[src/rtl/shiftout_receiver_if.sv]
// MCU serial pins in, committed button vector and frame status out.
// The receiver uses the slave modport; the MCU side or a bench uses master.
interface shiftout_receiver_if #(
  parameter int WIDTH = 12
) ();
  logic             mcu_clk;
  logic             mcu_latch;
  logic             mcu_data;
  logic [WIDTH-1:0] buttons;
  logic             frame_valid;
  logic             frame_error;
  logic             timeout;

  modport master (
    output mcu_clk, mcu_latch, mcu_data,
    input  buttons, frame_valid, frame_error, timeout
  );

  modport slave (
    input  mcu_clk, mcu_latch, mcu_data,
    output buttons, frame_valid, frame_error, timeout
  );
endinterface

[src/rtl/shiftout_receiver.sv]
// Latched serial frame receiver feeding the active-low button vector; no backpressure.
// Pin-to-detect SYNC_STAGES+1 cycles, pin-to-buttons/frame_valid SYNC_STAGES+2 cycles.
module shiftout_receiver #(
  parameter int WIDTH          = 12,
  parameter int SYNC_STAGES    = 2,
  parameter int TIMEOUT_CYCLES = 2_500_000
) (
  input  logic               system_clock,
  input  logic               reset,
  shiftout_receiver_if.slave bus
);
  localparam int CNT_W = $clog2(WIDTH + 2);
  localparam int WD_W  = $clog2(TIMEOUT_CYCLES > 1 ? TIMEOUT_CYCLES : 2);
  localparam logic [WD_W-1:0]  WD_LOAD  = WD_W'(TIMEOUT_CYCLES - 1);
  localparam logic [CNT_W-1:0] CNT_FULL = CNT_W'(WIDTH);
  localparam logic [CNT_W-1:0] CNT_SAT  = CNT_W'(WIDTH + 1);
  localparam int P_CLK = 0;
  localparam int P_LAT = 1;
  localparam int P_DAT = 2;

  typedef enum logic {
    ST_IDLE,
    ST_FRAME
  } state_t;

  logic [2:0]                   pins;
  logic [SYNC_STAGES-1:0][2:0]  sync_q, sync_d;
  logic [2:0]                   sync_last;
  logic [1:0]                   prev_q, prev_d;
  logic                         clk_rise, lat_rise, lat_fall, data_s;

  state_t                       state_q, state_d;
  logic [CNT_W-1:0]             cnt_q, cnt_d;
  logic [WIDTH-1:0]             shreg_q, shreg_d;
  logic                         commit_q, commit_d;
  logic                         discard_q, discard_d;

  logic [WIDTH-1:0]             buttons_q, buttons_d;
  logic                         frame_valid_q, frame_valid_d;
  logic                         frame_error_q, frame_error_d;
  logic                         timeout_q, timeout_d;
  logic [WD_W-1:0]              wd_q, wd_d;

  assign pins      = {bus.mcu_data, bus.mcu_latch, bus.mcu_clk};
  assign sync_last = sync_q[SYNC_STAGES-1];
  assign clk_rise  =  sync_last[P_CLK] & ~prev_q[P_CLK];
  assign lat_rise  =  sync_last[P_LAT] & ~prev_q[P_LAT];
  assign lat_fall  = ~sync_last[P_LAT] &  prev_q[P_LAT];
  assign data_s    =  sync_last[P_DAT];

  // All three pins share one chain depth so data lines up with its clock edge.
  always_comb begin
    sync_d = {sync_q[SYNC_STAGES-2:0], pins};
    prev_d = sync_last[1:0];
  end

  always_comb begin
    state_d   = state_q;
    cnt_d     = cnt_q;
    shreg_d   = shreg_q;
    commit_d  = 1'b0;
    discard_d = 1'b0;
    case (state_q)
      ST_IDLE: begin
        if (lat_rise) begin
          state_d = ST_FRAME;
          cnt_d   = '0;
          shreg_d = '1;
        end
      end
      ST_FRAME: begin
        // Latch fall wins over a coincident clock edge: that bit is dropped.
        if (lat_fall) begin
          state_d   = ST_IDLE;
          commit_d  = (cnt_q == CNT_FULL);
          discard_d = (cnt_q != CNT_FULL);
        end else if (clk_rise) begin
          shreg_d = {shreg_q[WIDTH-2:0], data_s};
          if (cnt_q != CNT_SAT) begin
            cnt_d = cnt_q + 1'b1;
          end
        end
      end
      default: state_d = ST_IDLE;
    endcase
  end

  always_comb begin
    buttons_d     = buttons_q;
    timeout_d     = timeout_q;
    wd_d          = wd_q;
    frame_valid_d = commit_q;
    frame_error_d = discard_q;
    if (commit_q) begin
      buttons_d = shreg_q;
      timeout_d = 1'b0;
      wd_d      = WD_LOAD;
    end else if (wd_q == '0) begin
      // Host went silent: release everything and hold expired.
      buttons_d = '1;
      timeout_d = 1'b1;
    end else begin
      wd_d = wd_q - 1'b1;
    end
  end

  always_ff @(posedge system_clock) begin
    if (reset) begin
      sync_q        <= '0;
      prev_q        <= '0;
      state_q       <= ST_IDLE;
      cnt_q         <= '0;
      shreg_q       <= '1;
      commit_q      <= 1'b0;
      discard_q     <= 1'b0;
      buttons_q     <= '1;
      frame_valid_q <= 1'b0;
      frame_error_q <= 1'b0;
      timeout_q     <= 1'b0;
      wd_q          <= WD_LOAD;
    end else begin
      sync_q        <= sync_d;
      prev_q        <= prev_d;
      state_q       <= state_d;
      cnt_q         <= cnt_d;
      shreg_q       <= shreg_d;
      commit_q      <= commit_d;
      discard_q     <= discard_d;
      buttons_q     <= buttons_d;
      frame_valid_q <= frame_valid_d;
      frame_error_q <= frame_error_d;
      timeout_q     <= timeout_d;
      wd_q          <= wd_d;
    end
  end

  assign bus.buttons     = buttons_q;
  assign bus.frame_valid = frame_valid_q;
  assign bus.frame_error = frame_error_q;
  assign bus.timeout     = timeout_q;
endmodule
[src/flat_wrapper.sv]
// flat-port wrapper written by rule: the top's interface ports become plain ports
module shiftout_receiver_flat 
#(
  parameter int WIDTH          = 12,
  parameter int SYNC_STAGES    = 2,
  parameter int TIMEOUT_CYCLES = 2_500_000
)
  (system_clock, reset, bus_mcu_clk, bus_mcu_latch, bus_mcu_data, bus_buttons, bus_frame_valid, bus_frame_error, bus_timeout);
  shiftout_receiver_if #(.WIDTH(WIDTH)) bus_i ();
  input  logic system_clock;
  input  logic reset;
  input wire logic [$bits(bus_i.mcu_clk)-1:0] bus_mcu_clk;
  input wire logic [$bits(bus_i.mcu_latch)-1:0] bus_mcu_latch;
  input wire logic [$bits(bus_i.mcu_data)-1:0] bus_mcu_data;
  output wire logic [$bits(bus_i.buttons)-1:0] bus_buttons;
  output wire logic [$bits(bus_i.frame_valid)-1:0] bus_frame_valid;
  output wire logic [$bits(bus_i.frame_error)-1:0] bus_frame_error;
  output wire logic [$bits(bus_i.timeout)-1:0] bus_timeout;
  assign bus_i.mcu_clk = bus_mcu_clk;
  assign bus_i.mcu_latch = bus_mcu_latch;
  assign bus_i.mcu_data = bus_mcu_data;
  assign bus_buttons = bus_i.buttons;
  assign bus_frame_valid = bus_i.frame_valid;
  assign bus_frame_error = bus_i.frame_error;
  assign bus_timeout = bus_i.timeout;
  shiftout_receiver #(.WIDTH(WIDTH), .SYNC_STAGES(SYNC_STAGES), .TIMEOUT_CYCLES(TIMEOUT_CYCLES)) u_core (.system_clock(system_clock), .reset(reset), .bus(bus_i));
endmodule
[config.mk]
export PLATFORM = sky130hd
export DESIGN_NAME = shiftout_receiver_flat
export DESIGN_NICKNAME = d
export VERILOG_FILES = /design/src/rtl/shiftout_receiver_if.sv /design/src/rtl/shiftout_receiver.sv /design/src/flat_wrapper.sv
export SDC_FILE = /design/constraint.sdc
export NUM_CORES = 1
export LEC_CHECK = 0
export CAP_MARGIN = 0
export CORE_UTILIZATION = 61
export CTS_BUF_LIST = sky130_fd_sc_hd__clkbuf_16
export CTS_CLUSTER_DIAMETER = 50
export DETAILED_ROUTE_END_ITERATION = 10
export GPL_TIMING_DRIVEN = 1
export PLACE_DENSITY = 0.89
export SYNTH_ARGS = -nofsm -noshare
export SYNTH_HDL_FRONTEND = slang
export SYNTH_SLANG_ARGS = --single-unit
[constraint.sdc]
create_clock -name system_clock -period 7 [get_ports system_clock]
set_input_delay 1.4 -clock system_clock [delete_from_list [all_inputs] [get_ports system_clock]]
set_output_delay 1.4 -clock system_clock [all_outputs]
set_load 0.01 [all_outputs]
### Word-level counts from Yosys, hierarchy flattened

Index checks and enable logic that the tools add are counted.

* output and inout port bits: 15
* register bits after elaboration: 64

* reduce and logical (&&, ||, !) cells: 6
* muxes and demuxes: 14
* add/sub/neg operators: 2
* bitwise logic cells: 8
* eq/ne operators: 7

Operators with widths (count)
* $mux 12: 5
* $pmux 12 s2: 1
* $logic_not 22->1: 1
* $sub 22x1->22 const B: 1
* $mux 4: 4
* $ne 4x4->1 const B: 2
* $pmux 4 s2: 1
* $not 1->1: 5
* $add 4x1->4 const B: 1
* $eq 4x4->1 const B: 1
* $ne 2x1->1 const B: 2
* $ne 2x2->1 const B: 2
* $reduce_and 4->1: 1
* $and 1x1->1: 3
* $reduce_and 3->1: 1
* $reduce_or 3->1: 1
* $mux 1: 2
* $pmux 1 s2: 1
* $reduce_bool 2->1: 1
* $reduce_or 2->1: 1

### Depth between registers and ports, before layout

Gate-level depths: netlist of run 1.

* depth after elaboration: 5
* mapped depth: 9
* mapped depth without buffers: 7

### Worst setup path before layout of run 1

Ideal clock, no wire load.

* kind: reg2reg
* start: reg u_core.wd_q[3]
* end: reg u_core.wd_q[21]
* clock period less this slack: 2359 ps
* arrival time: 2298 ps
* library setup time: 61 ps
* setup slack: 4641 ps
* cell stages (with the launch flop): 8
* buffers on the path: 2
* cells stage by stage: dfxtp_1 or4_1 buf_2 or3_1 buf_2 or4_1 mux2_1 nand2_1

* word-level cells in the longest chain between the ends: 1
* elaborated cells between the ends (all ways): 2
* those cells by class: 1 x add/sub; 1 x reduce/logical

RTL lines
* start: declaration: line shiftout_receiver.sv:42 `logic [WD_W-1:0] wd_q, wd_d;`
* start signal: assignment: line shiftout_receiver.sv:133 `wd_q <= wd_d;`
* $sub 22x1->22 / $logic_not 22->1 (equally long branches): line shiftout_receiver.sv:103, shiftout_receiver.sv:98

Parallel ways exist; a longest one is shown, timed or not.
A chain may end at the register's enable or synchronous reset.

==> results of run 1 <==
## report_power, final
group	switching, uW	total (uW)	internal [uW]	leakage, uW
Sequential	2.65	371	369	0.000519
Clock	152	460	308	0.000153
Combinational	12.0	20.2	8.16	0.000393
Total	167	852	685	0.00107
## critical path: cells and delay by family
family / cells / cell delay [ns]
AOI/OAI and AO/OA: 1 / 0.36
and+or+nand+nor: 2 / 1.17
buffers and inverters: 1 / 0.72
## logic make-up after synthesis
logic type,after synthesis,share of synthesized area
and+or+nand+nor,102,0.223
muxes,13,0.0528
AOI/OAI and AO/OA,44,0.120
buffers and inverters,21,0.0332
adders and majority gates,4,0.0201
xor gates and xnor gates,10,0.0352
DFF,64,0.515
## final cells by class
class / instances / area [sq um] / share of cell area
multi-input cells: 173 / 1130 / 0.376
repair buffers: 20 / 198 / 0.0657
well taps: 48 / 60.1 / 0.0200
clock inverters: 7 / 86.3 / 0.0287
inverters: 7 / 26.3 / 0.00874
flip-flops and latches: 64 / 1280 / 0.426
clock buffers: 9 / 225 / 0.0749
## metrics by stage
| step | instances | hold WS (ns) | cell area, sq um |
|---|---|---|---|
| 3_5_place_dp | 312 | 0.434 | 2700 |
| 2_1_floorplan | 258 | 0.414 | 2490 |
| 5_1_grt | 328 | 0.453 | 3010 |
| 6_report | 328 | 0.441 | 3010 |
| 3_3_place_gp | 312 | 0.416 | 2700 |
| 4_1_cts | 328 | 0.446 | 3010 |
## path summary, 6_finish.rpt
kind / from / to / slack, ns / cells after the start
max reg2reg: u_core.wd_q[3] / u_core.wd_q[19] / 4.36 / 5
min reg2reg: u_core.sync_d[3] / u_core.sync_last[0] / 0.44 / 1
min: u_core.sync_d[3] / u_core.sync_last[0] / 0.44 / 1
max: reset / u_core.bus.buttons[10] / 3.55 / 4
## placed cells by master, fill, tap and decap left out, drive strengths merged, types with 7 or more instances in the layout
| master | Yosys | layout |
|---|---|---|
| clkbuf | 11 | 9 |
| nor2 | 14 | 14 |
| mux2i | 12 | 12 |
| inv | 7 | 7 |
| o21ai | 9 | 9 |
| or3 | 9 | 9 |
| or4 | 11 | 11 |
| o22a | 12 | 12 |
| dfxtp | 64 | 64 |
| nand2 | 25 | 25 |
| clkdlybuf4s50 | 0 | 19 |
| nor2b | 11 | 11 |
| xnor2 | 7 | 7 |
| a21oi | 14 | 14 |
## per-layer routing
layer / vias up / track usage
met1: 927 / 0.319
met4: 0 / 0.120
li1: 950 / -
met5: - / 0
met2: 38 / 0.409
met3: 8 / 0.0724
## registers in the layout, summed over array words and instances, names as in the netlist
signal and count:
u_core.wd_q 22, u_core.bus.buttons 12, u_core.shreg_q 12, u_core.cnt_q 4, u_core.sync_d 3, u_core.sync_last 3, u_core.prev_q 2, u_core.bus.frame_error 1
u_core.bus.frame_valid 1, u_core.bus.timeout 1, u_core.commit_q 1, u_core.discard_q 1, u_core.state_q 1
==> impl_metrics.json, run 1 <==
{
  "vdd_drop_max_mv": 0.294,
  "rsz_0062_raised_after_global_routing": "false",
  "post-route-util": 0.798,
  "synthMostInstantiatedCell": "dfxtp_1",
  "initial_antenna_violation_count": 0,
  "power.density_cell_area_nw_per_um2": 283,
  "number_of_hold_violations_in_the_final_report": 0,
  "timing.max_cap.violations": 0,
  "via_count": 1923,
  "fillers": 213,
  "crit_path_end_kind": "flip-flop",
  "met3_wirelength_um": 192,
  "setup_viol": 0,
  "cts.root.buffer_cell": "clkbuf_16",
  "clock_insertion_delay_worst_skew_ns": 0.32,
  "yosys.cell_types.count": 34,
  "initialDrtViolationCount": 110,
  "netlist_top_cells_count": "64 x dfxtp_1, 25 x nand2_1, 14 x a21oi_1, 14 x nor2_1",
  "chipWidth_um": 65.9,
  "die_y_um": 65.9,
  "power.total_uw": 852,
  "synth_top_cells_by_area": "dfxtp_1 52%, mux2i_1 4.8%, o22a_1 4.2%, nand2_1 3.8%, a21oi_1 2.8%",
  "antenna_cells": 0,
  "ys_seq_elements": 64,
  "slew_viols_final": 0,
  "synth_top_cell_by_area": "dfxtp_1",
  "post_route_cells_drive_above_1_share": 0.0929,
  "clock-sinks": 64,
  "grt_overflow_total": 0,
  "synth_fp_nets": 267,
  "final.min_clock_period_ns": 3.45,
  "seq_area_frac_synth": 0.515,
  "worst-path-max-fanout": 19,
  "yosysWarningCount": 0,
  "groute.usage.overall": 0.257,
  "postRouteWirelength_um": 5000,
  "areaGrowthSynthToFinish_pct": 20.9,
  "wl_per_cell_um": 15.2,
  "dr_wl_met2_um": 2480,
  "cp_data_arrival_time_ns": 3.66,
  "cp_cell_sequence": "clkdlybuf4s50_1 > nor2_1 > nand2_1 > o22a_1",
  "post_cts_resize_count": 0,
  "first_pass_grt_wire_length_um": 8270,
  "number_of_global_route_vias_before_repair": 1795,
  "drc_violations_left": 0,
  "dp.final_hpwl_um": 3140,
  "count_of_input_and_output_buffers": 19,
  "timing.slew.headroom": 0.490,
  "status": "complete, no violations",
  "criticalPathCategory": "in2reg",
  "critical_path.startpoint_type": "input port",
  "avgSynthCellArea_sq_um": 9.64,
  "routed.top_layer": "met4",
  "fp-row-count": 22,
  "yosys.area.top_type_share": 0.515,
  "post-route-worst-setup-slack_ns": 3.55,
  "postCtsHoldBufs": 0,
  "fmax_mhz": 289,
  "cts_buffers": 9,
  "detailedPlace.worstSlack_ns": 3.26,
  "cts_tree": "yes",
  "slowest_stage": "clkdlybuf4s50_1",
  "cp_data_required_time_ns": 7.20,
  "postRouteAntennaNets": 0,
  "firstDrtPassIters": 4,
  "die-area_sq_um": 4340,
  "largest_net_degree_at_the_start_of_global_routing": 20,
  "final_net_count": 284,
  "netlist_instances": 258,
  "post_synth_instance_area_sq_um": 2490,
  "final.period_utilization": 0.493,
  "floorplan.initialDensity": 0.660,
  "cp_slowest_stage_delay_ns": 0.72,
  "worst_case_clock_buffer_depth": 2,
  "coreArea_sq_um": 3770,
  "finalClockSkew_ns": 0.00258,
  "share_of_async_settable_or_async_resettable_flops_after_synthesis": 0,
  "worstMarginPinSlew_ns": 0.763,
  "leakagePower_uw": 0.00107,
  "routabilityCongestion": 0.829,
  "post_drt_via_cell_ratio": 5.86,
  "totalNegativeSetupSlack_ns": 0,
  "cts_setup_buffers": 0,
  "total_number_of_h_tree_levels": 3,
  "post_synth_edffs": 0,
  "ys.flop_type": "dfxtp_1",
  "worst_setup_hold_path_clk_slew_ns": 0.05,
  "min-delay-path-class": "reg2reg",
  "floorplan.io_pins": 20,
  "drt-met1-wl_um": 2260
}
(Power assumes the default switching activity.)
==> run 2: changes to the inputs <==
- CORE_UTILIZATION: 61 -> 51
- PLACE_DENSITY: 0.89 -> 0.8
- clock period: 7 -> 3 ns (I/O delays scaled with it)
==> impl_metrics.json, run 2 (synthesis gave the netlist of run 1 again) <==
{
  "postRouteAntennaNets": 0,
  "regMostFlops": "u_core.wd_q",
  "worst-path-max-fanout": 11,
  "firstDrtPassIters": 4,
  "final.min_clock_period_ns": 2.56,
  "cts_setup_buffers": 0,
  "first_pass_grt_wire_length_um": 8100,
  "cts_buffers": 9,
  "final.period_utilization": 0.852,
  "multiInputGateArea_sq_um": 1130,
  "die-area_sq_um": 5160,
  "cts_tree": "yes",
  "post_cts_resize_count": 0,
  "die_y_um": 71.8,
  "power.density_cell_area_nw_per_um2": 676,
  "power.combinational.fraction": 0.023,
  "clock-sinks": 64,
  "fillers": 372,
  "setup_viol": 0,
  "worst_setup_hold_path_clk_slew_ns": 0.05,
  "initial_antenna_violation_count": 0,
  "antenna_cells": 0,
  "fp-row-count": 25,
  "wl_per_cell_um": 13.5,
  "routabilityCongestion": 0.791,
  "drc_violations_left": 0,
  "post-route-util": 0.653,
  "rr_startpoint": "u_core.wd_q[3]",
  "count_of_input_and_output_buffers": 19,
  "timing.max_cap.violations": 0,
  "criticalPathCategory": "reg2reg",
  "rsz_0062_raised_after_global_routing": "false",
  "totalNegativeSetupSlack_ns": 0,
  "grt_overflow_total": 0,
  "crit_path_end_kind": "flip-flop",
  "vdd_drop_max_mv": 0.566,
  "min-delay-path-class": "reg2reg",
  "clockPowerShare": 0.558,
  "cp-startpoint": "u_core.wd_q[3]",
  "cp_data_required_time_ns": 3.25,
  "final_net_count": 287,
  "clock_insertion_delay_worst_skew_ns": 0.32,
  "number_of_global_route_vias_before_repair": 1836,
  "postRouteWirelength_um": 4540,
  "final-seq-area_sq_um": 1280,
  "cp_data_arrival_time_ns": 2.81,
  "postCtsHoldBufs": 0,
  "chipWidth_um": 71.8,
  "post_drt_via_cell_ratio": 5.55,
  "groute.usage.overall": 0.205,
  "mostFrequentLayoutCell": "dfxtp_1",
  "status": "complete, no violations",
  "leakagePower_uw": 0.00109,
  "post_route_cells_drive_above_1_share": 0.102,
  "worst_case_clock_buffer_depth": 2,
  "net-switching-power_uw": 385,
  "detailedPlace.worstSlack_ns": 0.477,
  "coreArea_sq_um": 4690,
  "via_count": 1872,
  "fmax_mhz": 391,
  "critical_path.startpoint_type": "flip-flop",
  "power.share.sequential": 0.419,
  "post-route-worst-setup-slack_ns": 0.444,
  "largest_register_ff_count": 22,
  "final_cell_mix": "64 x dfxtp_1, 25 x nand2_1, 19 x clkdlybuf4s50_1",
  "cts.root.buffer_cell": "clkbuf_16",
  "largest_net_degree_at_the_start_of_global_routing": 18,
  "worstMarginPinSlew_ns": 0.764,
  "floorplan.io_pins": 20,
  "total_number_of_h_tree_levels": 3,
  "slew_viols_final": 0,
  "cellInternalPower_uw": 1690,
  "switching_share": 0.186,
  "initialDrtViolationCount": 99,
  "timing.slew.headroom": 0.486,
  "dp.final_hpwl_um": 2910,
  "number_of_hold_violations_in_the_final_report": 0,
  "floorplan.initialDensity": 0.530,
  "worst_hold_startpoint": "u_core.discard_q",
  "areaGrowthSynthToFinish_pct": 23.1,
  "finalClockSkew_ns": 0.00440
}
## run 2: path summary, 6_finish.rpt
kind         slack, ns  cells after the start                     end
min               0.43                      1  u_core.bus.frame_error
max               0.44                      5         u_core.wd_q[19]
max reg2reg       0.44                      5         u_core.wd_q[19]
min reg2reg       0.43                      1  u_core.bus.frame_error
## run 2: stage by stage
stage	cells	cell area, sq um	hold slack [ns]	total power, uW
finish	337	3060	0.433	2070
global route	337	3060	0.455	2140
CTS	337	3060	0.436	2090
detailed placement	321	2730	0.424	933
global placement	321	2730	0.416	932
floorplan	258	2490	0.414	917
## run 2: final cells by class
cell class	count	share of cell area
clock buffers	9	0.0735
clock inverters	7	0.0364
inverters	7	0.00858
multi-input cells	173	0.369
flip-flops and latches	64	0.418
well taps	54	0.0221
repair buffers	23	0.0719
## run 2: critical path, cell delays in order, from the launching register on
cell and delay [ns]:
dfxtp_1 0.33, or4_1 0.65, or3_1 0.55, or4_1 0.46, or3_1 0.36, a21oi_1 0.14
## run 2: metal layers
layer | vias to the layer above | share of wire | GRT usage
met5 | - | 0 | 0
met4 | 0 | 0.020 | 0.111
met3 | 10 | 0.030 | 0.0422
met2 | 32 | 0.50 | 0.346
met1 | 875 | 0.45 | 0.244
li1 | 955 | - | -
## run 2: power by group through the flow
| stage | combinational, uW | clock [uW] | sequential, uW |
|---|---|---|---|
| floorplan | 35.7 | 0 | 881 |
| global placement | 48.1 | 0 | 884 |
| detailed placement | 49.2 | 0 | 884 |
| CTS | 49.6 | 1180 | 866 |
| global route | 55.3 | 1220 | 867 |
| finish | 48.6 | 1160 | 867 |
==> run 3: changes to the inputs <==
- CORE_UTILIZATION: 51 -> 61
- PLACE_DENSITY: 0.8 -> 0.89
- clock period: 3 -> 3.1 ns (I/O delays scaled with it)
==> impl_metrics.json, run 3 (synthesis gave the netlist of run 1 again) <==
{
  "floorplan.io_pins": 20,
  "floorplan.initialDensity": 0.660,
  "cts.root.buffer_cell": "clkbuf_16",
  "initialDrtViolationCount": 120,
  "chipWidth_um": 65.9,
  "coreArea_sq_um": 3770,
  "cts_setup_buffers": 0,
  "cts_buffers": 9,
  "number_of_hold_violations_in_the_final_report": 0,
  "fmax_mhz": 388,
  "regMostFlops": "u_core.wd_q",
  "worst-path-max-fanout": 11,
  "first_pass_grt_wire_length_um": 8710,
  "setup_viol": 0,
  "post-route-util": 0.795,
  "groute.usage.overall": 0.276,
  "totalNegativeSetupSlack_ns": 0,
  "final.period_utilization": 0.832,
  "final_net_count": 287,
  "status": "complete, no violations",
  "dp.final_hpwl_um": 2940,
  "finalClockSkew_ns": 0.00588,
  "slew_viols_final": 0,
  "vdd_drop_max_mv": 0.509,
  "cp_data_arrival_time_ns": 2.83,
  "post_route_cells_drive_above_1_share": 0.0957,
  "timing.slew.headroom": 0.508,
  "largest_register_ff_count": 22,
  "clock_insertion_delay_worst_skew_ns": 0.33,
  "worst_case_clock_buffer_depth": 2,
  "rsz_0062_raised_after_global_routing": "false",
  "mostFrequentLayoutCell": "dfxtp_1",
  "drc_violations_left": 0,
  "final_cell_mix": "64 x dfxtp_1, 25 x nand2_1, 19 x clkdlybuf4s50_1",
  "postRouteWirelength_um": 5280,
  "critical_path.startpoint_type": "flip-flop",
  "min-delay-path-class": "reg2reg",
  "clock-sinks": 64,
  "final.min_clock_period_ns": 2.58,
  "initial_antenna_violation_count": 0,
  "crit_path_end_kind": "flip-flop",
  "postCtsHoldBufs": 0,
  "areaGrowthSynthToFinish_pct": 20.5,
  "wl_per_cell_um": 16.0,
  "fillers": 236,
  "routabilityCongestion": 0.819,
  "post_cts_resize_count": 0,
  "total_number_of_h_tree_levels": 3,
  "cp_data_required_time_ns": 3.35,
  "number_of_global_route_vias_before_repair": 1894,
  "leakagePower_uw": 0.00107,
  "power.density_cell_area_nw_per_um2": 611,
  "largest_net_degree_at_the_start_of_global_routing": 20,
  "grt_overflow_total": 0,
  "via_count": 1951,
  "criticalPathCategory": "reg2reg",
  "post_drt_via_cell_ratio": 5.91,
  "cts_tree": "yes",
  "worst_setup_hold_path_clk_slew_ns": 0.05,
  "count_of_input_and_output_buffers": 19,
  "antenna_cells": 0,
  "die_y_um": 65.9,
  "fp-row-count": 22,
  "postRouteAntennaNets": 0,
  "r2r_slack_ns": 0.52,
  "timing.max_cap.violations": 0,
  "firstDrtPassIters": 5,
  "worstMarginPinSlew_ns": 0.735,
  "die-area_sq_um": 4340
}
run 3: per-stage QoR:
step | instances | worst slack (ns) | hold WS, ns | cell area (sq um) | total power (uW)
final | 330 | 0.522 | 0.438 | 3000 | 1830
after global routing | 330 | 0.442 | 0.448 | 3000 | 1880
after CTS | 330 | 0.548 | 0.439 | 3000 | 1830
after detailed placement | 315 | 0.568 | 0.425 | 2720 | 903
after global placement | 315 | 0.621 | 0.418 | 2720 | 901
after floorplan | 258 | 0.741 | 0.414 | 2490 | 888
run 3: path summary, 6_finish.rpt:
| kind | depth (start not counted) | startpoint | end |
|---|---|---|---|
| worst min register to register | 1 | u_core.sync_d[3] | u_core.sync_last[0] |
| worst min-delay path | 1 | u_core.sync_d[3] | u_core.sync_last[0] |
| worst max-delay path | 5 | u_core.wd_q[3] | u_core.wd_q[19] |
| worst max register to register | 5 | u_core.wd_q[3] | u_core.wd_q[19] |
run 3: report_power, final:
group          switching (uW)  leakage, uW  internal (uW)
registers                5.96     0.000519            833
logic                    28.1     0.000408           20.1
clock network             336     0.000144            606
run 3: final cells by class:
| type | instances | area, sq um | area share |
|---|---|---|---|
| Inverter | 7 | 26.3 | 0.00877 |
| Multi-Input combinational cell | 173 | 1130 | 0.377 |
| Sequential cell | 64 | 1280 | 0.428 |
| Clock inverter | 6 | 52.6 | 0.0175 |
| Timing Repair Buffer | 23 | 220 | 0.0735 |
| Clock buffer | 9 | 225 | 0.0752 |
| Tap cell | 48 | 60.1 | 0.0200 |
run 3: critical path: stages (launching register included):
cell and delay [ns]:
dfxtp_1 0.34, or4_1 0.67, or3_1 0.55, or4_1 0.46, or3_1 0.35, a21oi_1 0.13
run 3: routing by layer:
| metal | share of wire | vias up | wire length [um] | global-route usage |
|---|---|---|---|---|
| li1 | - | 950 | - | - |
| met4 | 0.028 | 0 | 150 | 0.166 |
| met3 | 0.057 | 15 | 299 | 0.0741 |
| met5 | 0 | - | 0 | 0 |
| met2 | 0.50 | 55 | 2620 | 0.462 |
| met1 | 0.42 | 931 | 2200 | 0.310 |
